`config.mk`:
```
export PLATFORM = sky130hd
export DESIGN_NAME = mccpu_ctrl
export DESIGN_NICKNAME = d
export VERILOG_FILES = /design/src/rtl/mccpu_ctrl.sv
export SDC_FILE = /design/constraint.sdc
export NUM_CORES = 1
export LEC_CHECK = 0
export CAP_MARGIN = 20
export CORE_UTILIZATION = 38
export DETAILED_ROUTE_END_ITERATION = 12
export GPL_ROUTABILITY_DRIVEN = 1
export PLACE_DENSITY = 0.79
export SLEW_MARGIN = 20
export SYNTH_ARGS = -nofsm -noshare
export SYNTH_HDL_FRONTEND = slang
export SYNTH_SLANG_ARGS = --single-unit
```
`constraint.sdc`:
```
create_clock -name clk -period 3.1 [get_ports clk]
set_input_delay 0.775 -clock clk [delete_from_list [all_inputs] [get_ports clk]]
set_output_delay 0.775 -clock clk [all_outputs]
set_load 0.005 [all_outputs]
```
`src/rtl/mccpu_ctrl.sv`:
```
//------------------------------------------------------------------------------
// mccpu_ctrl : multi-cycle MIPS control FSM (IF/ID/EX/MEM/WB) for the MCCPU datapath
// Rev 1.0 - initial release
//------------------------------------------------------------------------------
`default_nettype none

module mccpu_ctrl #(
    parameter int STATE_W = 3
) (
    input  logic               clk,
    input  logic               rst,
    input  logic [5:0]         Op,
    input  logic [5:0]         Funct,
    input  logic               Zero,
    input  logic               MemReady,
    output logic               PCWrite,
    output logic               IRWrite,
    output logic               IorD,
    output logic               MemRead,
    output logic               MemWrite,
    output logic               RegWrite,
    output logic               EXTOp,
    output logic [2:0]         ALUOp,
    output logic [1:0]         ALUSrcA,
    output logic               ALUSrcB,
    output logic [1:0]         NPCOp,
    output logic               GPRSel,
    output logic               WDSel,
    output logic               Retire,
    output logic [STATE_W-1:0] State
);

    typedef enum logic [2:0] {
        S_IF  = 3'd0,
        S_ID  = 3'd1,
        S_EX  = 3'd2,
        S_MEM = 3'd3,
        S_WB  = 3'd4
    } state_t;

    localparam logic [2:0] c_ALU_NOP  = 3'b000;
    localparam logic [2:0] c_ALU_ADD  = 3'b001;
    localparam logic [2:0] c_ALU_SUB  = 3'b010;
    localparam logic [2:0] c_ALU_AND  = 3'b011;
    localparam logic [2:0] c_ALU_OR   = 3'b100;
    localparam logic [2:0] c_ALU_SLT  = 3'b101;
    localparam logic [2:0] c_ALU_SLTU = 3'b110;
    localparam logic [2:0] c_ALU_SLL  = 3'b111;

    state_t r_state;

    logic       w_legal;
    logic [2:0] w_alu_op;
    logic [1:0] w_src_a;
    logic       w_src_b;
    logic       w_ext;
    logic       w_gpr_rt;
    logic       w_is_j;
    logic       w_is_beq;
    logic       w_is_lw;
    logic       w_is_sw;

    assign w_is_j   = (Op == 6'h02);
    assign w_is_beq = (Op == 6'h04);
    assign w_is_lw  = (Op == 6'h23);
    assign w_is_sw  = (Op == 6'h2B);

    // Instruction decode; anything not listed stays illegal and retires as a NOP.
    always_comb begin
        w_legal  = 1'b0;
        w_alu_op = c_ALU_NOP;
        w_src_a  = 2'b00;
        w_src_b  = 1'b0;
        w_ext    = 1'b0;
        w_gpr_rt = 1'b0;
        case (Op)
            6'h00: begin
                w_legal = 1'b1;
                case (Funct)
                    6'h20, 6'h21: w_alu_op = c_ALU_ADD;
                    6'h22, 6'h23: w_alu_op = c_ALU_SUB;
                    6'h24:        w_alu_op = c_ALU_AND;
                    6'h25:        w_alu_op = c_ALU_OR;
                    6'h2A:        w_alu_op = c_ALU_SLT;
                    6'h2B:        w_alu_op = c_ALU_SLTU;
                    6'h00: begin
                        w_alu_op = c_ALU_SLL;
                        w_src_a  = 2'b01;
                    end
                    default:      w_legal  = 1'b0;
                endcase
            end
            6'h08, 6'h23, 6'h2B: begin
                w_legal  = 1'b1;
                w_alu_op = c_ALU_ADD;
                w_src_b  = 1'b1;
                w_ext    = 1'b1;
                w_gpr_rt = (Op != 6'h2B);
            end
            6'h0D: begin
                w_legal  = 1'b1;
                w_alu_op = c_ALU_OR;
                w_src_b  = 1'b1;
                w_gpr_rt = 1'b1;
            end
            6'h0F: begin
                // ALU passes operand A (the pre-shifted lui immediate) on NOP
                w_legal  = 1'b1;
                w_src_a  = 2'b10;
                w_src_b  = 1'b1;
                w_gpr_rt = 1'b1;
            end
            6'h04: begin
                w_legal  = 1'b1;
                w_alu_op = c_ALU_SUB;
            end
            6'h02:   w_legal = 1'b1;
            default: w_legal = 1'b0;
        endcase
    end

    always_ff @(posedge clk) begin
        if (rst) begin
            r_state <= S_IF;
        end else begin
            case (r_state)
                S_IF:  r_state <= MemReady ? S_ID : S_IF;
                S_ID:  r_state <= (w_is_j || !w_legal) ? S_IF : S_EX;
                S_EX: begin
                    if (w_is_lw || w_is_sw)
                        r_state <= S_MEM;
                    else if (w_is_beq || !w_legal)
                        r_state <= S_IF;
                    else
                        r_state <= S_WB;
                end
                S_MEM: begin
                    if (!MemReady)
                        r_state <= S_MEM;
                    else
                        r_state <= w_is_lw ? S_WB : S_IF;
                end
                S_WB:    r_state <= S_IF;
                default: r_state <= S_IF;
            endcase
        end
    end

    always_comb begin
        PCWrite  = 1'b0;
        IRWrite  = 1'b0;
        IorD     = 1'b0;
        MemRead  = 1'b0;
        MemWrite = 1'b0;
        RegWrite = 1'b0;
        EXTOp    = 1'b0;
        ALUOp    = c_ALU_NOP;
        ALUSrcA  = 2'b00;
        ALUSrcB  = 1'b0;
        NPCOp    = 2'b00;
        GPRSel   = 1'b0;
        WDSel    = 1'b0;
        Retire   = 1'b0;
        case (r_state)
            S_IF: begin
                MemRead = 1'b1;
                IRWrite = MemReady;
                PCWrite = MemReady;
            end
            S_ID: begin
                if (w_is_j) begin
                    PCWrite = 1'b1;
                    NPCOp   = 2'b10;
                end
                Retire = w_is_j || !w_legal;
            end
            S_EX: begin
                ALUOp   = w_alu_op;
                ALUSrcA = w_src_a;
                ALUSrcB = w_src_b;
                EXTOp   = w_ext;
                if (w_is_beq) begin
                    PCWrite = Zero;
                    NPCOp   = 2'b01;
                    Retire  = 1'b1;
                end
            end
            S_MEM: begin
                IorD     = 1'b1;
                MemRead  = w_is_lw;
                MemWrite = w_is_sw;
                Retire   = w_is_sw && MemReady;
            end
            S_WB: begin
                RegWrite = 1'b1;
                Retire   = 1'b1;
                GPRSel   = w_gpr_rt;
                WDSel    = w_is_lw;
            end
            default: ;
        endcase
        // Reset overrides every enable whatever state the FSM was caught in.
        if (rst) begin
            PCWrite  = 1'b0;
            IRWrite  = 1'b0;
            MemRead  = 1'b0;
            MemWrite = 1'b0;
            RegWrite = 1'b0;
            Retire   = 1'b0;
        end
    end

    assign State = STATE_W'(r_state);

endmodule

`default_nettype wire

```
==> run summary, run 1 <==
Hold Buf Count CTS: 0
Maximum VDD drop: 0.211 mV
Layout cells sized above 1: 45.6%
# diodes: 0
Gr usage total: 33.6%
Fillcell total: 66
Post-synth ARST share: 0%
Remaining antenna violation count after routing: 0
R2R Setup Slk: 1.08 ns
CTS Buffer Depth: 2
Power, Total: 0.244 mW
Netlist Area Pre-Place: 669 um^2
Dpl cells: 182
GR Overflow Total: 0
Sequential-to-total area share from yosys stat: 8.97%
# clock sinks: 3
Routed vias: 1,265
H-tree levels: 1
Post-synthesis mux area share: 0%
Post-synth cell types: 43
Drt first-iter violations: 90
Vias in the first global route: 1,104
Port Buffers: 36
WS Path Type: primary input to output pin
Chip Width: 44.0 um
Crit. End Element: output pin
Yosys warns: 0
Post-Route Utilization: 92.5%
DRC viols: 3
Layout area overhead: 118%
Worst-Margin Slew: 0.369 ns
HP Class: flip-flop to flip-flop
Final worst-path cycle share: 102%
FP Rows: 14
CTS tree: built
TritonCTS Buffers: 3
Syn avg cell area: 6.32 um^2
Die ar.: 1930 um^2
Routed WL: 3.80 mm
Max reg flops: 3
Worst path max stage delay: 0.54 ns
Max Clock Freq: 0.318 GHz
Max FO, Critical Path: 2
Fin crit period: 3.15 ns
Pwr/cell area: 168 nW/um^2
Drt wl/cell: 19.4 um
Synth Area in XOR/XNOR: 1.31%
Crit-path cells: buf_6 -> or4_4 -> nor3_4 -> buf_4 -> nand2_2 -> a211o_1 -> a221oi_2 -> buf_2
Crit path from: Op[2]
Combinational family with the most area after synthesis: simple AND/OR/NAND/NOR gates
First-pass GRT wire length: 4.86 mm
Setup violators final: 4
Outcome: finished with violations
Placer Congestion: 0.888
Leading cell type in the layout, fill and taps excluded: buf_4
Vias/cell: 6.45
Yosys reg bits: 3
Slew Limit Fails: 0
Worst slack, placed: -0.765 ns
Clock slew seen by the registers of the worst setup and hold paths: 0.04 ns
CP Data Arrival Time: 2.37 ns
Most frequent cells in the layout: buf_4, clkdlybuf4s50_1, nor2_1
Top FF cell, synth: dfxtp_1
Core box area: 1580 um^2
Adder-cell share of the synthesized area: 0%
Pin count of the biggest net entering global routing: 15
R2R depth: 7
Critical Path RT: 2.32 ns
Die H: 44.0 um
Setup WS post-layout: -0.0494 ns
Initial Utilization: 42.5%
Syn Nets: 122
P_leak: 0.675 nW
Post-synthesis compound-gate area fraction: 29.5%
Hold Fails Final Rpt: 0
Root Driver: clkbuf_4
Critical R2R Launch: State[2]
Unrepaired setup endpoints after global routing: yes
Finished Layout Cells: 196
# IOs: 37
Fin nets: 197
Clock Skews: 0.00157 ns
Critical-path top delay cell: or4_4
Detailed Place HPWL: 2.09 mm
Synthesized instance count: 106
Simple-Gate Fraction of Synth Area: 51.2%
Router iterations before antenna repair: 11
Maxcap violations: 0
Initial antenna violation count: 0
Worst-Skew Late Latency: 0.23 ns
Post-synth EDFFs: 0
Setup crit end: PCWrite
Slew headroom: 75.4%
Failing checks: DRC, setup timing
Startpoint Class: primary input
RR Endpoint: State[2]
-- synthesized netlist by cell type (all sizes together), types with 2 or more instances --
library cell / n / area [um^2]
inv: 4 / 15.0
nor4: 5 / 31.3
and4b: 2 / 20.0
dfxtp: 3 / 60.1
nand2b: 5 / 31.3
nor3: 10 / 55.1
nand2: 9 / 33.8
clkbuf: 2 / 7.51
nand3: 4 / 20.0
a31oi: 2 / 12.5
a211o: 2 / 18.8
o21ai: 2 / 10.0
buf: 6 / 37.5
a21o: 2 / 15.0
a21oi: 7 / 35.0
or2: 2 / 12.5
nor2b: 4 / 25.0
nor2: 13 / 48.8
a221oi: 2 / 23.8
-- cells by family after synthesis --
kind of cell | count (synthesis)
simple gates | 63
compound gates | 27
buf+inv | 12
flops | 3
xor+xnor | 1
-- how the worst min path moves through the flow --
| stage | start | end | slack, ns | depth (start not counted) |
|---|---|---|---|---|
| after floorplan | State[0] | State[0] | 0.61 | 3 |
| after global placement | State[0] | State[1] | 0.63 | 2 |
| after detailed placement | State[0] | State[1] | 0.64 | 2 |
| after CTS | State[0] | State[1] | 0.65 | 2 |
| after global routing | State[0] | State[1] | 0.70 | 2 |
| final | State[0] | State[1] | 0.69 | 2 |
-- metrics by stage --
step	area, um^2	setup TNS, ns	hold WS [ns]
2_1_floorplan	669	0	0.611
6_report	1460	-0.134	0.687
5_1_grt	1460	-0.360	0.698
3_5_place_dp	1240	-7.41	0.644
4_1_cts	1380	-0.153	0.649
3_3_place_gp	1240	-6.57	0.626
-- timing repair --
action	in CTS	in global routing
resized for setup	68	24
hold endpoints to repair	0	0
pin swaps	12	6
endpoints found under the setup margin	15	11
buffers inserted	5	5
-- layer usage --
layer | wire length (um) | GRT usage [%] | share of wire (%)
met5 | 0 | 0 | 0
met4 | 227 | 15.2 | 6.0
met3 | 364 | 4.58 | 9.6
met2 | 1810 | 61.2 | 48
met1 | 1390 | 38.4 | 37
-- area by class of cell --
type,count,area [um^2],share of cell area [%]
timing repair buffer,78,631,43.3
tap,16,20.0,1.37
clock buffer,4,26.3,1.80
sequential,3,60.1,4.12
multi-input combinational,91,706,48.4
inverter,4,15.0,1.03
-- power by group --
part | internal, mW | leakage, nW | switching [mW]
Clock | 0.0481 | 0.0150 | 0.0180
Combinational | 0.0663 | 0.635 | 0.0705
Sequential | 0.0405 | 0.0245 | 0.00104
-- critical path: cells and delay by family --
family / cells / cell delay (ns)
AO/OA/AOI/OAI: 2 / 0.46
AND/OR/NAND/NOR: 3 / 0.75
buffers and inverters: 3 / 0.38
(Power assumes the default switching activity.)
==> run 2, diff against run 1 <==
--- a/config.mk
+++ b/config.mk
@@ -5,6 +5,7 @@
 export SDC_FILE = /design/constraint.sdc
 export NUM_CORES = 1
 export LEC_CHECK = 0
+export ABC_CLOCK_PERIOD_IN_PS = 3100
 export CAP_MARGIN = 20
 export CORE_UTILIZATION = 38
 export DETAILED_ROUTE_END_ITERATION = 12
==> results of run 2 <==
The final DEF is identical to that of run 1; final timing and power are the same.
==> edit: new RTL, settings of run 2 <==
Set the parameter `STATE_W` to 2 (it was 3).
--- a/src/rtl/mccpu_ctrl.sv
+++ b/src/rtl/mccpu_ctrl.sv
@@ -5,7 +5,7 @@
 `default_nettype none
 
 module mccpu_ctrl #(
-    parameter int STATE_W = 3
+    parameter int STATE_W = 2
 ) (
     input  logic               clk,
     input  logic               rst,
Ports: changed (resized State); port bits go from 37 to 36. No check against the original RTL was run, so the function may have changed too.
==> edit against run 2 <==
The run ends with setup timing left; sequential share of layout area down 0.15 points; cell area up 3.9%; worst setup slack worse by 0.083 ns; power up 9.1%; count of clock-buffer cells in the layout unchanged; sequential cell count unchanged; area after synthesis up 2.2%; fmax down 2.6%; global-route usage up 7.5 points; routed wire length up 22%; register-to-register slack worse by 0.08 ns.
==> edit: results (changes against run 2) <==
| Metric | Value |
|---|---|
| Global Route Usage Sum | `0.411 (was 0.336)` |
| # setup viols final | `3 (was 4)` |
| # fillers | `49 (was 66)` |
| Worst reg2reg startpoint | `r_state[2]$_SDFF_PP0_ (was State[2]$_SDFF_PP0_)` |
| Avg Vias per Cell | `6.47 (was 6.45)` |
| Clock latency on the worst-skew pair | `0.25 ns (was 0.23 ns)` |
| Failing checks | `setup timing (was DRC, setup timing)` |
| Placed Area | `0.00122 mm² (was 0.00124 mm²)` |
| Final std cells w/o fill | `206 (was 196)` |
| First DRT Iteration DRCs | `158 (was 90)` |
| Pleak | `0.736 nW (was 0.675 nW)` |
| Overall routed net length | `4610 µm (was 3800 µm)` |
| IO Port Bufs | `35 (was 36)` |
| Run status | `finished, violations left (unchanged)` |
| Reg2Reg Setup Slack | `1.00 ns (was 1.08 ns)` |
| Post-synthesis sequential area ratio | `0.0878 (was 0.0897)` |
| Max incr delay on CP | `0.53 ns` |
| Metal-1 WL | `1630 µm (was 1390 µm)` |
| Share of cells above drive strength 1 | `0.451 (was 0.456)` |
| TNS Setup | `-0.226 ns (was -0.134 ns)` |
| Global-route wire length before repair | `5950 µm (was 4860 µm)` |
| Vias in the first global route | `1265 (was 1104)` |
| Setup ws final | `-0.133 ns (was -0.0494 ns)` |
| DRT Pass-1 Iters | `4 (was 11)` |
| Worst setup path startpoint | `Op[5] (was Op[2])` |
| Multi-input logic area | `708 µm² (was 706 µm²)` |
| RD Place Congestion | `0.862 (was 0.888)` |
| Net Count, Synth | `124 (was 122)` |
| Placed insts | `186 (was 182)` |
| Synth top area cells | `dfxtp_1 8.8%, nor2_1 7.1%, nor3_1 6.6% (was dfxtp_1 9.0%, nor2_1 7.3%, nor3_1 6.7%)` |
| Highest metal used | `met4 (unchanged)` |
| Maximum vdd drop | `113 µV (was 211 µV)` |
| Worst r2r dst | `r_state[2]$_SDFF_PP0_ (was State[2]$_SDFF_PP0_)` |
| Tightest Pin Transition | `0.396 ns (was 0.369 ns)` |
| Met2 wire length | `1990 µm (was 1810 µm)` |
| Nets@finish | `199 (was 197)` |
| Hold Path Origin | `r_state[0]$_SDFF_PP0_ (was State[0]$_SDFF_PP0_)` |
==> edit: cell count changes after synthesis <==
cell,before,now
buf_4,3,5
==> edit: per-stage QoR <==
step | hold WS, ns | power [W] | setup slack (ns)
global placement | 0.621 | 0.000149 | -0.738
floorplan | 0.586 | 0.0000919 | 0.256
global route | 0.697 | 0.000275 | -0.234
detailed placement | 0.631 | 0.000153 | -0.807
CTS | 0.639 | 0.000232 | -0.136
finish | 0.686 | 0.000267 | -0.133
==> edit: cells by family (layout without fill, tap and decap cells) <==
| group | after synthesis | after routing | share of synthesized area |
|---|---|---|---|
| compound gates | 27 | 27 | 0.289 |
| xor+xnor | 1 | 1 | 0.0128 |
| simple gates | 63 | 63 | 0.501 |
| buf+inv | 14 | 88 | 0.110 |
| flops | 3 | 3 | 0.0878 |
==> edit: area by class of cell <==
class | count | area share
tap | 24 | 0.0198
clock buffer | 4 | 0.0174
timing repair buffer | 80 | 0.444
inverter | 4 | 0.0116
multi-input combinational | 91 | 0.468
sequential | 3 | 0.0397
==> edit: worst max-delay path: cells and delay by family <==
kind	cells	cell delay, ns
and+or+nand+nor	3	0.75
AOI/OAI and AO/OA	2	0.53
buffers and inverters	3	0.39
==> edit: power breakdown <==
part	switching (W)	leakage, nW	internal (W)
sequential	0.000000845	0.0245	0.0000403
combinational	0.0000782	0.697	0.0000676
clock	0.0000306	0.0150	0.0000489
==> edit: worst min-delay path by stage <==
stage	endpoint	slack, ns
after floorplan	r_state[0]$_SDFF_PP0_	0.59
after global placement	r_state[1]$_SDFF_PP0_	0.62
after detailed placement	r_state[1]$_SDFF_PP0_	0.63
after CTS	r_state[1]$_SDFF_PP0_	0.64
after global routing	r_state[1]$_SDFF_PP0_	0.70
final	r_state[1]$_SDFF_PP0_	0.69
==> edit: routing by layer <==
metal | up-vias | GRT usage
li1 | 548 | -
met1 | 582 | 0.476
met2 | 149 | 0.694
met3 | 53 | 0.0980
met4 | 0 | 0.218
met5 | - | 0
==> edit: repair_timing <==
| action | CTS | global route |
|---|---|---|
| gates resized for setup | 67 | 20 |
| buffers inserted | 15 | 3 |
| setup endpoints to repair | 15 | 11 |
| pin swaps | 11 | 9 |
| cloned | 0 | 0 |
